## src/rtl/fifo_write_arbiter_if.sv

```systemverilog
// Producer/FIFO-side bundle for fifo_write_arbiter: requests and data in, grant and FIFO write out.
interface fifo_write_arbiter_if #(
  parameter int unsigned NREQ   = 4,
  parameter int unsigned DATA_W = 8
);
  logic [NREQ-1:0]        req;
  logic [NREQ*DATA_W-1:0] req_data;
  logic                   full;
  logic [NREQ-1:0]        ack;
  logic [NREQ-1:0]        grant;
  logic                   write_en;
  logic [DATA_W-1:0]      data_in;
  logic                   busy;

  modport master (
    output req, req_data, full,
    input  ack, grant, write_en, data_in, busy
  );

  modport slave (
    input  req, req_data, full,
    output ack, grant, write_en, data_in, busy
  );
endinterface

```

## src/rtl/fifo_write_arbiter.sv

```systemverilog
// Round-robin burst arbiter sharing one FIFO write port among NREQ producers.
// Optional FIFO_WARB_PRIO0_EN: producer 0 wins every arbitration point.
module fifo_write_arbiter #(
  parameter int unsigned NREQ      = 4,
  parameter int unsigned DATA_W    = 8,
  parameter int unsigned BURST_MAX = 4
) (
  input  logic                 write_clk,
  input  logic                 reset,
  fifo_write_arbiter_if.slave  bus
);

  localparam int unsigned OW = (NREQ > 1) ? $clog2(NREQ) : 1;
  localparam int unsigned CW = $clog2(BURST_MAX + 1);

`ifdef FIFO_WARB_PRIO0_EN
  localparam bit PRIO0 = 1'b1;
`else
  localparam bit PRIO0 = 1'b0;
`endif

  typedef enum logic {IDLE, BURST} state_t;

  state_t            state_q, state_d;
  logic [OW-1:0]     owner_q, owner_d;
  logic [OW-1:0]     last_q, last_d;
  logic [CW-1:0]     cnt_q, cnt_d;
  logic [NREQ-1:0]   grant_q;
  logic              busy_q;

  logic              write_en_c;
  logic [NREQ-1:0]   ack_c;
  logic [DATA_W-1:0] data_c;
  logic [OW:0]       hit;
  logic              upd_last;

  // Returns {found, index}; scans base+1 upward, base itself last.
  function automatic logic [OW:0] pick(input logic [NREQ-1:0] r, input logic [OW-1:0] base);
    logic [OW:0] res;
    res = '0;
    for (int unsigned k = NREQ; k >= 1; k--) begin
      if (r[OW'((32'(base) + k) % NREQ)]) res = {1'b1, OW'((32'(base) + k) % NREQ)};
    end
    if (PRIO0 && r[0]) res = {1'b1, OW'(0)};
    return res;
  endfunction

  assign upd_last = !PRIO0 || (owner_q != '0);

  // Next-state and combinational write-side outputs
  always_comb begin
    state_d    = state_q;
    owner_d    = owner_q;
    last_d     = last_q;
    cnt_d      = cnt_q;
    write_en_c = 1'b0;
    ack_c      = '0;
    data_c     = '0;
    hit        = '0;

    case (state_q)
      IDLE: begin
        hit = pick(bus.req, last_q);
        if (hit[OW]) begin
          state_d = BURST;
          owner_d = hit[OW-1:0];
          cnt_d   = '0;
        end
      end

      BURST: begin
        data_c = bus.req_data[owner_q*DATA_W +: DATA_W];
        if (!bus.req[owner_q]) begin
          state_d = IDLE;
          if (upd_last) last_d = owner_q;
        end else if (!bus.full) begin
          // A beat in the reset cycle would be a partial write the FIFO keeps.
          write_en_c     = !reset;
          ack_c[owner_q] = !reset;
          if (cnt_q == CW'(BURST_MAX - 1)) begin
            if (upd_last) last_d = owner_q;
            hit   = pick(bus.req, owner_q);
            cnt_d = '0;
            if (hit[OW]) owner_d = hit[OW-1:0];
            else         state_d = IDLE;
          end else begin
            cnt_d = cnt_q + CW'(1);
          end
        end
      end

      default: state_d = IDLE;
    endcase
  end

  // State, arbitration history and registered grant/busy
  always_ff @(posedge write_clk) begin
    if (reset) begin
      state_q <= IDLE;
      owner_q <= '0;
      last_q  <= OW'(NREQ - 1);
      cnt_q   <= '0;
      grant_q <= '0;
      busy_q  <= 1'b0;
    end else begin
      state_q <= state_d;
      owner_q <= owner_d;
      last_q  <= last_d;
      cnt_q   <= cnt_d;
      grant_q <= (state_d == BURST) ? (NREQ'(1) << owner_d) : '0;
      busy_q  <= (state_d == BURST);
    end
  end

  assign bus.write_en = write_en_c;
  assign bus.ack      = ack_c;
  assign bus.data_in  = data_c;
  assign bus.grant    = grant_q;
  assign bus.busy     = busy_q;

endmodule

```

## src/flat_wrapper.sv

```systemverilog
// flat-port wrapper written by rule: the top's interface ports become plain ports
module fifo_write_arbiter_flat 
#(
  parameter int unsigned NREQ      = 4,
  parameter int unsigned DATA_W    = 8,
  parameter int unsigned BURST_MAX = 4
)
  (write_clk, reset, bus_req, bus_req_data, bus_full, bus_ack, bus_grant, bus_write_en, bus_data_in, bus_busy);
  fifo_write_arbiter_if #(.NREQ(NREQ), .DATA_W(DATA_W)) bus_i ();
  input  logic write_clk;
  input  logic reset;
  input wire logic [$bits(bus_i.req)-1:0] bus_req;
  input wire logic [$bits(bus_i.req_data)-1:0] bus_req_data;
  input wire logic [$bits(bus_i.full)-1:0] bus_full;
  output wire logic [$bits(bus_i.ack)-1:0] bus_ack;
  output wire logic [$bits(bus_i.grant)-1:0] bus_grant;
  output wire logic [$bits(bus_i.write_en)-1:0] bus_write_en;
  output wire logic [$bits(bus_i.data_in)-1:0] bus_data_in;
  output wire logic [$bits(bus_i.busy)-1:0] bus_busy;
  assign bus_i.req = bus_req;
  assign bus_i.req_data = bus_req_data;
  assign bus_i.full = bus_full;
  assign bus_ack = bus_i.ack;
  assign bus_grant = bus_i.grant;
  assign bus_write_en = bus_i.write_en;
  assign bus_data_in = bus_i.data_in;
  assign bus_busy = bus_i.busy;
  fifo_write_arbiter #(.NREQ(NREQ), .DATA_W(DATA_W), .BURST_MAX(BURST_MAX)) u_core (.write_clk(write_clk), .reset(reset), .bus(bus_i));
endmodule
```

## config.mk

```make
export PLATFORM = sky130hd
export DESIGN_NAME = fifo_write_arbiter_flat
export DESIGN_NICKNAME = d
export VERILOG_FILES = /design/src/rtl/fifo_write_arbiter_if.sv /design/src/rtl/fifo_write_arbiter.sv /design/src/flat_wrapper.sv
export SDC_FILE = /design/constraint.sdc
export NUM_CORES = 1
export LEC_CHECK = 0
export ABC_AREA = 0
export CORE_MARGIN = 3
export CORE_UTILIZATION = 30
export DETAILED_ROUTE_END_ITERATION = 8
export PLACE_DENSITY = 0.65
export SLEW_MARGIN = 20
export SYNTH_ARGS = -nofsm -noshare
export SYNTH_HDL_FRONTEND = slang
export SYNTH_SLANG_ARGS = --single-unit
```

## constraint.sdc

```tcl
create_clock -name write_clk -period 1.9 [get_ports write_clk]
set_input_delay 0.19 -clock write_clk [delete_from_list [all_inputs] [get_ports write_clk]]
set_output_delay 0.19 -clock write_clk [all_outputs]
set_load 0.02 [all_outputs]
```

==> metrics.md <==
| Metric | Value |
|---|---|
| Num rows | 21 |
| Largest net degree at the start of global routing | 21 |
| Antenna violations before repair | 0 |
| Internal power | 0.000731 W |
| Synth Area in Compound Gates | 15.3% |
| Post-synth EDFFs | 0 |
| Max Freq | approximately 500 MHz |
| Post-synthesis cell type count | 40 |
| # diodes | 0 |
| Share of cells above drive strength 1 | 34.6% |
| Max_slew headroom | 78.1% |
| Power Dens Cells | around 540 nW/µm² |
| Least-Margin Pin Slew | 0.329 ns |
| Tot GR Track Use | 15.5% |
| Syn Inst Count | 119 |
| Adder-Cell Fraction of Synth Area | under 10% |
| Pre-Repair DR Iteration Count | 4 |
| Netlist Area Pre-Place | 1150 µm² |
| Synth area leader | dfxtp_1 |
| FILL cells | about 320 |
| Max-cap violations | 0 |
| Wire per inst | 14.8 µm |
| Via count | 1160 |
| Yosys reg bits | 12 |
| Slowest CP cell | mux4_2 |
| Final setup vio count | 6 |
| First-pass GRT wire length | 5460 µm |
| Cts hold-fix bufs | 0 |
| Post-route antenna net violation count | 0 |
| Final period util | 106% |
| DRT Wirelength | 3510 µm |
| Crit Path Category | in -> out |
| Final-report hold violation count | 0 |
| Simple-gate share of the synthesized area | 25.2% |
| Crit path launch type | input port |
| GRT overflow | 0 |
| Post-synthesis mux area share | 25.8% |
| Clock network fraction of total power | 20.6% |
| Final Max Slew Viols | 0 |
| Synth area leaders | dfxtp_1 21%, mux4_2 18%, and2_1 7.1% |
| CTS clk-pin slew, worst paths | 0.05 ns |
| Violated checks | negative setup slack |
| IO Count | 57 |
| Die width | 67.9 µm |
| CTS tree | built |
| Remaining DRCs | 0 |
| Final Skew | 0.000457 ns |
| Synthesis warning total | 0 |
| Fin nets | 237 |
| Final WS setup | -0.107 ns |
| Top_reg_cell synth | dfxtp_1 |
| Top-count cell post-synth | and2_1 |
| Leakage power | 0.797 nW |
| Clock Sinks | 12 |
| Post-synth ARST share | 0% |
| Worst-skew pair later-pin latency | 0.23 ns |
| Tmin final | 2.01 ns |
| Syn_nets | roughly 160 |
| Area grow syn2layout | 70.6% |
| Status | complete, but fails checks |
| Sequential fraction of the synthesis area | between 20% and 30% |
| Biggest cell delay along the critical path | about 0.51 ns |
| CP required | 1.71 ns |
| Vert. Die Dim | 67.9 µm |
| Vias in the first global route | about 1200 |
| Core Area | 3520 µm² |
| Largest family of logic cells by synthesized area | multiplexers |
| Comb pwr share | 51.6% |
| Psw | about 0.00033 W |
| Setup TNS | -0.541 ns |
| Vias per inst | 4.89 |
| Final core occ | a little under three fifths |
| Net Sw Frac | 31.1% |
| Share of the synthesized area in the top cell type | 20.9% |
| CP Capture Type | output pin |
| Arrival time at the worst endpoint | 1.82 ns |
| Die area | 4610 µm² |
| Placer's final routability congestion estimate | 0.792 |
| H-tree level count | 1 |
| Top cells by count, synth | 13 x and2_1, 12 x dfxtp_1, 9 x mux4_2, 9 x nand2_1, 8 x nor2_1 |
| Root Buffer | clkbuf_8 |
| Clock Tree Buf Depth | 2 |
| Crit path max fanout | 5 |
| Worst min path class | reg -> reg |
| Port-buffer cells | 56 |
| Avg Cell Area, Syn | 9.65 µm² |
| Initial core utilization | ~33% |
| Sequential share of power | 27.8% |
| RSZ-0062 raised after global routing | true |
| Worst vdd ir | 0.452 mV |
| Crit path cell chain | clkdlybuf4s50_1, mux4_2, nor3b_4, and2b_2, and2_4, buf_6 |
| Hpwl dp | 2860 µm |
| Number of CTS-inserted buffers | 3 |
| Iteration-0 DRC Markers | about 100 |
| Xor and xnor fraction of the mapped netlist area | 0% |
==> worst max-delay path, delay by kind of cell <==
family	cells	cell delay, ns
AND/OR/NAND/NOR	3	0.54
multiplexers	1	0.51
buffers and inverters	2	0.56
==> flip-flops by register name (all words and copies together) (netlist names) <==
register,flops
u_core.state_q,1
u_core.bus.grant,4
u_core.last_q,2
u_core.cnt_q,3
u_core.owner_q,2
==> placed cells by master, fill, tap and decap left out, types with 4 or more instances in the layout <==
cell / n
clkdlybuf4s50_1: 43
buf_4: 18
dfxtp_1: 10
mux4_2: 9
and2_1: 9
nand2_1: 9
nor2_1: 8
buf_6: 7
mux2i_1: 6
a211o_1: 5
and2_4: 4
ha_1: 4
buf_2: 4
==> kinds of logic (layout without fill, tap and decap cells) <==
family	count (synthesis)	after routing
AO/OA/AOI/OAI	21	21
adder cells (fa/ha/maj)	5	5
buffers and inverters	15	87
flip-flops	12	12
multiplexers	18	18
AND/OR/NAND/NOR	48	48
==> path summary, 6_finish.rpt <==
kind | slack (ns) | endpoint | from | cells after the start
min | 0.52 | u_core.cnt_q[0]$_SDFFE_PP0P_ | u_core.cnt_q[0]$_SDFFE_PP0P_ | 2
min reg2reg | 0.52 | u_core.cnt_q[0]$_SDFFE_PP0P_ | u_core.cnt_q[0]$_SDFFE_PP0P_ | 2
max | -0.11 | bus_ack[2] | bus_req[1] | 6
max reg2reg | -0.01 | u_core.bus.grant[1]$_SDFF_PP0_ | u_core.owner_q[0]$_SDFF_PP0_ | 8
==> routing by layer <==
layer / GRT usage (%) / routed length, µm / up-vias
li1: - / - / 583
met1: 21.8 / 1480 / 557
met5: 0 / 0 / -
met3: 1.81 / 105 / 2
met2: 25.2 / 1900 / 18
met4: 3.72 / 21 / 0
==> power by group through the flow <==
stage	Sequential [W]	Clock, W	Combinational (W)
after floorplan	0.000306	0	0.000293
after global placement	0.000294	0	0.000529
after detailed placement	0.000296	0	0.000541
after CTS	0.000294	0.000227	0.000545
after global routing	0.000298	0.000237	0.000592
final	0.000296	0.000218	0.000548
==> metrics by stage <==
step / hold WS, ns / setup WS (ns) / area (µm²) / cells / power, W
2_1_floorplan: 0.441 / 0.00706 / 1170 / 119 / 0.000599
3_3_place_gp: 0.493 / -0.485 / 1880 / 233 / 0.000823
3_5_place_dp: 0.508 / -0.533 / 1880 / 233 / 0.000837
4_1_cts: 0.522 / -0.0988 / 1960 / 236 / 0.00107
5_1_grt: 0.543 / -0.155 / 1960 / 237 / 0.00113
6_report: 0.522 / -0.107 / 1960 / 237 / 0.00106
==> area by class of cell <==
| cell class | count | area (µm²) | area share (%) |
|---|---|---|---|
| Clock buffer | 3 | 41.3 | 2.11 |
| Inverter | 6 | 22.5 | 1.15 |
| Multi-Input combinational cell | 92 | 853 | 43.6 |
| Sequential cell | 12 | 248 | 12.6 |
| Tap cell | 46 | 57.6 | 2.94 |
| Timing Repair Buffer | 78 | 737 | 37.6 |
==> repair_timing <==
action,CTS,global route
gates resized for setup,61,14
hold endpoints to repair,0,0
setup endpoints to repair,19,19
buffers inserted,0,1
pin swaps,4,1
No activity file was read; power rests on OpenSTA's default activity.
